$ cat config.mk
export PLATFORM = sky130hd
export DESIGN_NAME = count_nest_yi
export DESIGN_NICKNAME = d
export VERILOG_FILES = /design/src/rtl/count_nest_yi.sv
export SDC_FILE = /design/constraint.sdc
export NUM_CORES = 1
export LEC_CHECK = 0
export ABC_AREA = 1
export ABC_CLOCK_PERIOD_IN_PS = 3200
export BUFFER_PORTS_ARGS = -buffer_cell sky130_fd_sc_hd__clkbuf_2
export CAP_MARGIN = 40
export CORE_MARGIN = 2
export CORE_UTILIZATION = 54
export CTS_CLUSTER_DIAMETER = 30
export DETAILED_ROUTE_END_ITERATION = 8
export GPL_TIMING_DRIVEN = 0
export PLACE_DENSITY_LB_ADDON = 0.08
export RECOVER_POWER = 100
export SLEW_MARGIN = 20
export SYNTH_ARGS = -nofsm -noshare
export SYNTH_HDL_FRONTEND = slang
export SYNTH_SLANG_ARGS = --single-unit
$ cat constraint.sdc
create_clock -name clk -period 3.2 [get_ports clk]
set_input_delay 0.64 -clock clk [delete_from_list [all_inputs] [get_ports clk]]
set_output_delay 0.64 -clock clk [all_outputs]
set_load 0.02 [all_outputs]
$ cat src/rtl/count_nest_yi.sv
// count_nest_yi: cascaded nested-loop counter.
// Level 0 is the innermost loop. Each level counts 0..final and then wraps.
// A level advances only when every inner level is at its final value.
// With ONESHOT=1 the counter stops after one full sweep and raises done.
module count_nest_yi #(
  parameter int BITS_OF_END_NUMBER = 10,
  parameter int LEVELS             = 3,
  parameter int ONESHOT            = 0
) (
  input  logic                                 clk,
  input  logic                                 reset,
  input  logic                                 enable,
  input  logic                                 clear,
  input  logic [LEVELS*BITS_OF_END_NUMBER-1:0] final_number,
  output logic [LEVELS*BITS_OF_END_NUMBER-1:0] total_q,
  output logic [LEVELS-1:0]                    last,
  output logic                                 done
);

  localparam int B = BITS_OF_END_NUMBER;

  logic [LEVELS-1:0][B-1:0] cnt_q;
  logic [LEVELS-1:0][B-1:0] cnt_d;
  logic [LEVELS-1:0][B-1:0] fin;
  logic [LEVELS-1:0]        at_final;
  logic [LEVELS-1:0]        carry;
  logic                     step;
  logic                     done_q;

  assign fin     = final_number;
  assign total_q = cnt_q;
  assign done    = done_q;

  // Carry chain, wrap flags and next counts; reset gates step so last stays low.
  always_comb begin
    at_final = '0;
    carry    = '0;
    last     = '0;
    cnt_d    = cnt_q;
    step     = enable & ~done_q & ~clear & ~reset;
    for (int k = 0; k < LEVELS; k++) begin
      at_final[k] = (cnt_q[k] >= fin[k]);
    end
    carry[0] = 1'b1;
    for (int k = 1; k < LEVELS; k++) begin
      carry[k] = carry[k-1] & at_final[k-1];
    end
    for (int k = 0; k < LEVELS; k++) begin
      last[k] = step & carry[k] & at_final[k];
      if (step && carry[k]) begin
        // A count only increments while below final, so it cannot overflow.
        cnt_d[k] = at_final[k] ? '0 : B'(cnt_q[k] + 1'b1);
      end
    end
  end

  // Count and done registers; clear outranks enable, reset outranks everything.
  always_ff @(posedge clk or posedge reset) begin
    if (reset) begin
      cnt_q  <= '0;
      done_q <= 1'b0;
    end else if (clear) begin
      cnt_q  <= '0;
      done_q <= 1'b0;
    end else begin
      cnt_q <= cnt_d;
      // Outermost wrap is the full-sweep event; every level lands on 0 with it.
      if (ONESHOT != 0 && last[LEVELS-1]) begin
        done_q <= 1'b1;
      end
    end
  end

endmodule
After elaboration in Yosys (flattened, before gate mapping):

Cells that the tools add are included.
Widths: inputs -> output; s select.

* add/subtract/negate cells: 3
* order comparisons: 3
* multiplexer cells: 7
* bitwise operators: 9
* reductions and logical operators: 5

Operator list (number)
* $mux 10: 6
* $add 10x1->10 const B: 3
* $ge 10x10->1: 3
* $mux 30: 1
* $and 1x1->1: 7
* $reduce_bool 2->1: 3
* $logic_and 1x1->1: 2
* $not 1->1: 2

* register bits after elaboration: 30
* input port bits: 34
* output and inout port bits: 34
* word-level logic and storage cells: 30

Longest topological paths before layout:

Gate-level depths: netlist (run 1).

* depth after elaboration: 6
* depth in mapped cells: 12
* depth with buffers taken out: 12

Least setup slack after synthesis (run 1):

Ideal clock, no wire load.

* kind: in2out
* start: in reset
* end: out last[2]
* data arrival time: 2262 ps
* data required time: 2560 ps
* path slack: 298 ps
* stages on the path: 6
* path buffers: 0
* cell sequence: inv_1 > nand2_1 > nor2_1 > nand2_2 > inv_2 > and3_1

* cells in the longest elaborated chain, start to end: 4

Ends and longest elaborated chain
* start: declaration: line 11 `input logic reset,`
* $not 1->1: line 40 `step = enable & ~done_q & ~clear & ~reset;`
* $and 1x1->1: line 40
* $and 1x1->1 (2 in a row): line 49 `last[k] = step & carry[k] & at_final[k];`
* end: declaration: line 16 `output logic [LEVELS-1:0] last,`

Every way passes these cells.

Worst setup path after layout (run 1):

* start: in final_number[19]
* end: out last[1]

* cells in the longest elaborated chain, start to end: 2

Ends and longest elaborated chain
* start: declaration: line 14 `input logic [LEVELS*BITS_OF_END_NUMBER-1:0] final_number,`
* $ge 10x10->1: line 42 `at_final[k] = (cnt_q[k] >= fin[k]);`
* $and 1x1->1: line 49

Every way passes these cells.

==> results of run 1 <==
## layer usage
metal	up-vias	share of wire, %	global-route usage, %
li1	1319	-	-
met1	1141	47	28.2
met2	65	48	38.5
met3	7	3.4	2.74
met4	0	1.4	7.68
met5	-	0	0
## cell usage after synthesis
cell	number
a31oi_1	1
ha_1	33
nor2_2	5
o21ai_2	1
buf_4	1
o21ai_0	5
conb_1	1
buf_8	1
nand2_1	93
clkbuf_1	2
nand2_2	2
buf_6	1
nand4_2	1
inv_1	63
and3_1	1
nor3_2	4
nor3_1	3
buf_2	1
inv_2	1
nor2_1	46
nand3_1	41
nand2_8	1
nand3_2	3
xnor2_1	4
xor2_1	12
a21o_1	3
nand4_1	3
a21oi_1	9
dfrtp_1	30
or2_2	1
## metrics by stage
stage,instance area (sq um),setup TNS [ps],setup slack (ps),hold slack [ps],power [mW]
2_1_floorplan,2620,0,298,662,0.481
3_3_place_gp,3020,-356,-246,574,0.523
3_5_place_dp,3020,0,192,585,0.528
4_1_cts,3110,0,189,448,0.845
5_1_grt,3010,0,31.3,485,0.873
6_report,3010,0,184,412,0.836
## cell families (layout without fill, tap and decap cells)
logic type	count (synthesis)	in the layout
other	1	1
adders and majority gates	33	33
AOI/OAI and AO/OA	19	19
buffers and inverters	70	144
DFF	30	30
xor gates and xnor gates	16	16
and+or+nand+nor	204	204
## worst min path at each step
stage / from / end / slack [ps] / depth (start not counted)
floorplan: total_q[1]$_DFFE_PP0P_ / total_q[1]$_DFFE_PP0P_ / 660 / 2
global placement: total_q[13]$_DFFE_PP0P_ / total_q[13]$_DFFE_PP0P_ / 570 / 2
detailed placement: total_q[13]$_DFFE_PP0P_ / total_q[13]$_DFFE_PP0P_ / 580 / 2
CTS: reset / total_q[2]$_DFFE_PP0P_ / 450 / 2
global route: reset / total_q[23]$_DFFE_PP0P_ / 480 / 2
finish: reset / total_q[25]$_DFFE_PP0P_ / 410 / 2
## area by class of cell
type	count	area, sq um	share of cell area, %
multi-input combinational	273	1530	51.0
sequential	30	751	25.0
timing repair buffer	66	293	9.74
inverter	64	240	7.99
clock buffer	7	86.3	2.87
tap	54	67.6	2.25
buffer	6	31.3	1.04
clock inverter	1	5.00	0.167
## report_power, final
group	internal (mW)	switching, mW	leakage, nW
Sequential	0.385	0.0111	0.417
Combinational	0.0452	0.0729	1.26
Clock	0.173	0.148	0.0482
==> flow_summary.ini, run 1 <==
[sta]
hold_violations = 0
min_period_over_period_pct = 94.2
fmax_ghz = 0.332
setup_violations = 0
drv_slew = 0
worst_clock_skew_ps = 7.74
rsz0062_at_grt = no
slew-limit-headroom_pct = 57.9
tightestPinTransition_ps = 631
fin_crit_ps = 3020

[setup_path]
r2r_end = total_q[18]$_DFFE_PP0P_
cp_num_buf_inv = 4
required_ps = 2560
cp_common_cell = nand3_1
critPathKind = in -> out
crit_start = final_number[19]
cp-start-kind = input pin
r2r_start = total_q[9]$_DFFE_PP0P_
r2r_slack_ps = 820
crit_path_end = last[1]
path_max_fanout = 10
cp.arrival_ps = 2380
reg2reg_depth = 8
end_kind = output port
max_stage_delay_ps = 300
crit_cells = 11
cp_slowest_cell = nand3_1
crit_chain = clkbuf_2 -> inv_1 -> ha_1 -> nand2_1 -> nor2_1 -> nand3_1 -> nand3_1 -> nand3_1 -> buf_4 -> nor2_1 -> clkbuf_2
cp_top_family = simple AND/OR/NAND/NOR gates

[placement]
io_buffers = 66
gp_congestion = 0.888
dpl.hpwl_um = 4420
dp.cells = 493

[floorplan]
ioPinCount = 68
die_h_um = 73.7
dieArea_sq_um = 5430
coreArea_sq_um = 4690
start_util_pct = 55.9
die_width_um = 73.7
num_rows = 25

[routing]
drc = 0
num_vias = 2532
viasPerCell = 5.05
drtIter0Drc = 135
drt-total-wl_um = 5690
ant_nets = 0
wl_per_cell_um = 11.3
first_pass_iters = 4

[yosys]
synth_top_family_by_area = simple AND/OR/NAND/NOR gates
syn_area_sq_um = 2620
synth_compound_area_share_pct = 4.11
synth_cell_types = 30
yosys-top-cells-area = dfrtp_1 (29%), ha_1 (16%), nand2_1 (13%)
synth_area_per_cell_sq_um = 7.03
syn-num-nets = 440
synth_simple_gate_area_share_pct = 35.1
yosys_register_bits = 30
yosysSeqAreaShare_pct = 28.6
yosys_warnings = 0
syn_inst = 373
synth.largest_area_cell = dfrtp_1
muxShareOfSynthArea_pct = 0
synth_xor_area_share_pct = 5.35
synth_top_area_share_pct = 28.6
synth_fa_ha_area_share_pct = 15.8

[final_layout]
fin_nets = 513
num-fill-cells = 468
fin_cells = 501
area_growth_pct = 14.7
largest_reg_flops = 30
final_common_cell = nand2_1
n_antenna_cell = 0
fin_util_pct = 64.1
final_cell_mix = nand2_1 (95), inv_1 (62), nor2_1 (46), nand3_1 (43), clkbuf_2 (36)
layout-drive-gt1-share_pct = 12.8

[clocking]
postCtsSetupRepairBufs = 0
cts_tree = built
cts_resized = 0
numCtsBuffers = 5
clockBufferDepth = 2
worstSkewPairLatency_ps = 290
htreeDepth = 2
cts-root-buf = clkbuf_8
clk_pin_slew_ps = 70
postCtsHoldBufs = 0
cts_num_sinks = 30

[status]
status = complete, no violations

[global_route]
grt_max_degree = 32
overflow = 0
grt_pass1_vias = 2284
antenna_found_initial = 0
grt_pass1_wl_um = 9540
grt_use_total_pct = 22.2

[job]
cap_violations = 0

[power_and_ir_drop]
p_leak_nw = 1.73
peakVddDrop_uv = 147
power_density_nw_per_um2 = 278

[min_path]
hold_class = in -> async
(Power assumes the default switching activity.)
==> run 2: changes to the inputs <==
--- a/config.mk
+++ b/config.mk
@@ -5,12 +5,11 @@
 export SDC_FILE = /design/constraint.sdc
 export NUM_CORES = 1
 export LEC_CHECK = 0
-export ABC_AREA = 1
 export ABC_CLOCK_PERIOD_IN_PS = 3200
 export BUFFER_PORTS_ARGS = -buffer_cell sky130_fd_sc_hd__clkbuf_2
 export CAP_MARGIN = 40
 export CORE_MARGIN = 2
-export CORE_UTILIZATION = 54
+export CORE_UTILIZATION = 53
 export CTS_CLUSTER_DIAMETER = 30
 export DETAILED_ROUTE_END_ITERATION = 8
 export GPL_TIMING_DRIVEN = 0
==> run 2 against run 1 <==
Against the previous run:
- final cell count is 17% lower
- register-to-register slack worse by 440 ps
- global-route usage is 0.33 points higher
- total power is 2.1% lower
- critical endpoint is now last[2]
==> flow_summary.ini, run 2 <==
[setup_path]
required_ps = 2560
critPathKind = in -> out
end_kind = output port
cp-start-kind = input pin
cp.arrival_ps = 2450
path_max_fanout = 6

[yosys]
synth_top_family_by_area = simple AND/OR/NAND/NOR gates
yosys-top-cells-area = dfrtp_1 (31%), ha_1 (17%), inv_1 (6.2%)
synth_top_area_share_pct = 31.2
synth_most_common_cell = inv_1
yosysSeqAreaShare_pct = 31.2
async_flop_share_pct = 100
synth_fa_ha_area_share_pct = 17.1
yosys_warnings = 0
yosys_register_bits = 30
synth_compound_area_share_pct = 17.1
synth_cell_types = 48
synth_simple_gate_area_share_pct = 21.4
syn_inst = 288
synth_xor_area_share_pct = 4.36
synth_area_per_cell_sq_um = 8.36
synthFlopType = dfrtp_1
ys_top_cells_by_count = inv_1 (40), ha_1 (33), dfrtp_1 (30)
syn-num-nets = 355
synth.largest_area_cell = dfrtp_1
synth-edff-count = 0
muxShareOfSynthArea_pct = 0.416
syn_area_sq_um = 2410

[final_layout]
layout-drive-gt1-share_pct = 15.5
largest_reg_flops = 30
final_common_cell = inv_1
final_cell_mix = inv_1 (39), clkbuf_1 (37), clkbuf_2 (34), ha_1 (33), dfrtp_1 (30)
n_antenna_cell = 0
area_growth_pct = 18.4
fin_nets = 430

[floorplan]
start_util_pct = 55.3
num_rows = 24
dieArea_sq_um = 5100
ioPinCount = 68
coreArea_sq_um = 4350
die_width_um = 71.4
die_h_um = 71.4

[sta]
hold_violations = 0
setup_violations = 0
fmax_ghz = 0.324
drv_slew = 0
fin_crit_ps = 3090
worst_clock_skew_ps = 6.00
slew-limit-headroom_pct = 44.8
min_period_over_period_pct = 96.5
timing.setup.tns_ps = 0
tightestPinTransition_ps = 828
hold_ws_ps = 446
rsz0062_at_grt = no

[routing]
ant_nets = 0
num_vias = 2262
first_pass_iters = 4
drtIter0Drc = 129
wl_per_cell_um = 13.3
drt-total-wl_um = 5500
viasPerCell = 5.46
drc = 0

[clocking]
htreeDepth = 2
cts-root-buf = clkbuf_8
cts_tree = built
worstSkewPairLatency_ps = 280
cts_num_sinks = 30
clockBufferDepth = 2
clk_pin_slew_ps = 60
numCtsBuffers = 5

[power_and_ir_drop]
power_density_nw_per_um2 = 287
power_frac_comb_pct = 14.5
p_leak_nw = 1.40
peakVddDrop_uv = 209
p_int_mw = 0.599
p_sw_mw = 0.220
p_clk_share_pct = 36.6
power_frac_seq_pct = 48.9
swShare_pct = 26.8

[global_route]
grt_busiest_layer = met2
grt_pass1_wl_um = 9320
grt_max_degree = 32
use_met3_pct = 3.52
grt_use_total_pct = 22.5
grt_pass1_vias = 2119
antenna_found_initial = 0
met1_usage_pct = 30.8
grt_util_met2_pct = 37.6
overflow = 0

[placement]
gp_congestion = 0.820
io_buffers = 66
dpl.hpwl_um = 4280

[status]
status = complete, no violations

[job]
cap_violations = 0

[min_path]
hold_class = in -> async
## run 2: cell families after synthesis
logic type	after synthesis
AO/OA/AOI/OAI	61
XOR/XNOR	12
adder cells (fa/ha/maj)	33
buffers and inverters	47
flip-flops	30
multiplexers	1
other	1
AND/OR/NAND/NOR	103
## run 2: worst max-delay path: stages
cell,delay (ps)
clkbuf_2,70
inv_1,40
ha_1,300
a211oi_1,230
nor2_1,90
or3_1,360
buf_6,140
o21ai_4,190
nor3_2,70
a21boi_1,160
clkbuf_2,170
## run 2: repair_timing
action,4_1_cts,5_1_grt
endpoints found under the setup margin,1,1
hold buffers,0,0
pin swaps,1,0
resized for setup,0,1
gates cloned,0,0
setup buffers,2,0
## run 2: area by class of cell
| class | instances | area (sq um) |
|---|---|---|
| inverter | 40 | 150 |
| multi-input combinational | 211 | 1460 |
| sequential | 30 | 751 |
| tap | 52 | 65.1 |
| timing repair buffer | 68 | 302 |
| buffer | 7 | 41.3 |
| fill | 417 | 1500 |
| clock buffer | 6 | 82.6 |
## run 2: final timing paths
check / startpoint / to / slack, ps / cells after the start
hold / removal: reset / total_q[1]$_DFFE_PP0P_ / 450 / 2
setup reg to reg: total_q[7]$_DFFE_PP0P_ / total_q[25]$_DFFE_PP0P_ / 380 / 10
max in group asynchronous: reset / total_q[10]$_DFFE_PP0P_ / 2320 / 2
min in group clk: total_q[29]$_DFFE_PP0P_ / total_q[29]$_DFFE_PP0P_ / 580 / 1
hold reg to reg: total_q[29]$_DFFE_PP0P_ / total_q[29]$_DFFE_PP0P_ / 580 / 1
setup / recovery: final_number[7] / last[2] / 110 / 11
## run 2: per-layer routing
metal  vias up  part of all wire, %
met2        56                   47
met4         0                 0.84
met3         7                  4.1
li1       1165                    -
met1      1034                   48
met5         -                    0
## run 2: power groups by stage
stage          Combinational (mW)  Sequential [mW]  Clock [mW]
6_report                    0.119            0.400       0.300
5_1_grt                     0.138            0.401       0.317
4_1_cts                     0.124            0.400       0.304
3_5_place_dp                0.123            0.407           0
3_3_place_gp                0.121            0.406           0
2_1_floorplan              0.0689            0.413           0
## run 2: stage by stage
| stage | total power [mW] | setup WS [ps] | utilization [%] | area (sq um) | std cells |
|---|---|---|---|---|---|
| 3_3_place_gp | 0.527 | -132 | 64.5 | 2810 | 406 |
| 6_report | 0.818 | 112 | 65.5 | 2850 | 414 |
| 4_1_cts | 0.827 | 39.4 | 66.8 | 2910 | 414 |
| 2_1_floorplan | 0.482 | 129 | - | 2410 | 288 |
| 5_1_grt | 0.855 | 13.3 | 65.5 | 2850 | 414 |
| 3_5_place_dp | 0.530 | -10.8 | 64.5 | 2810 | 406 |
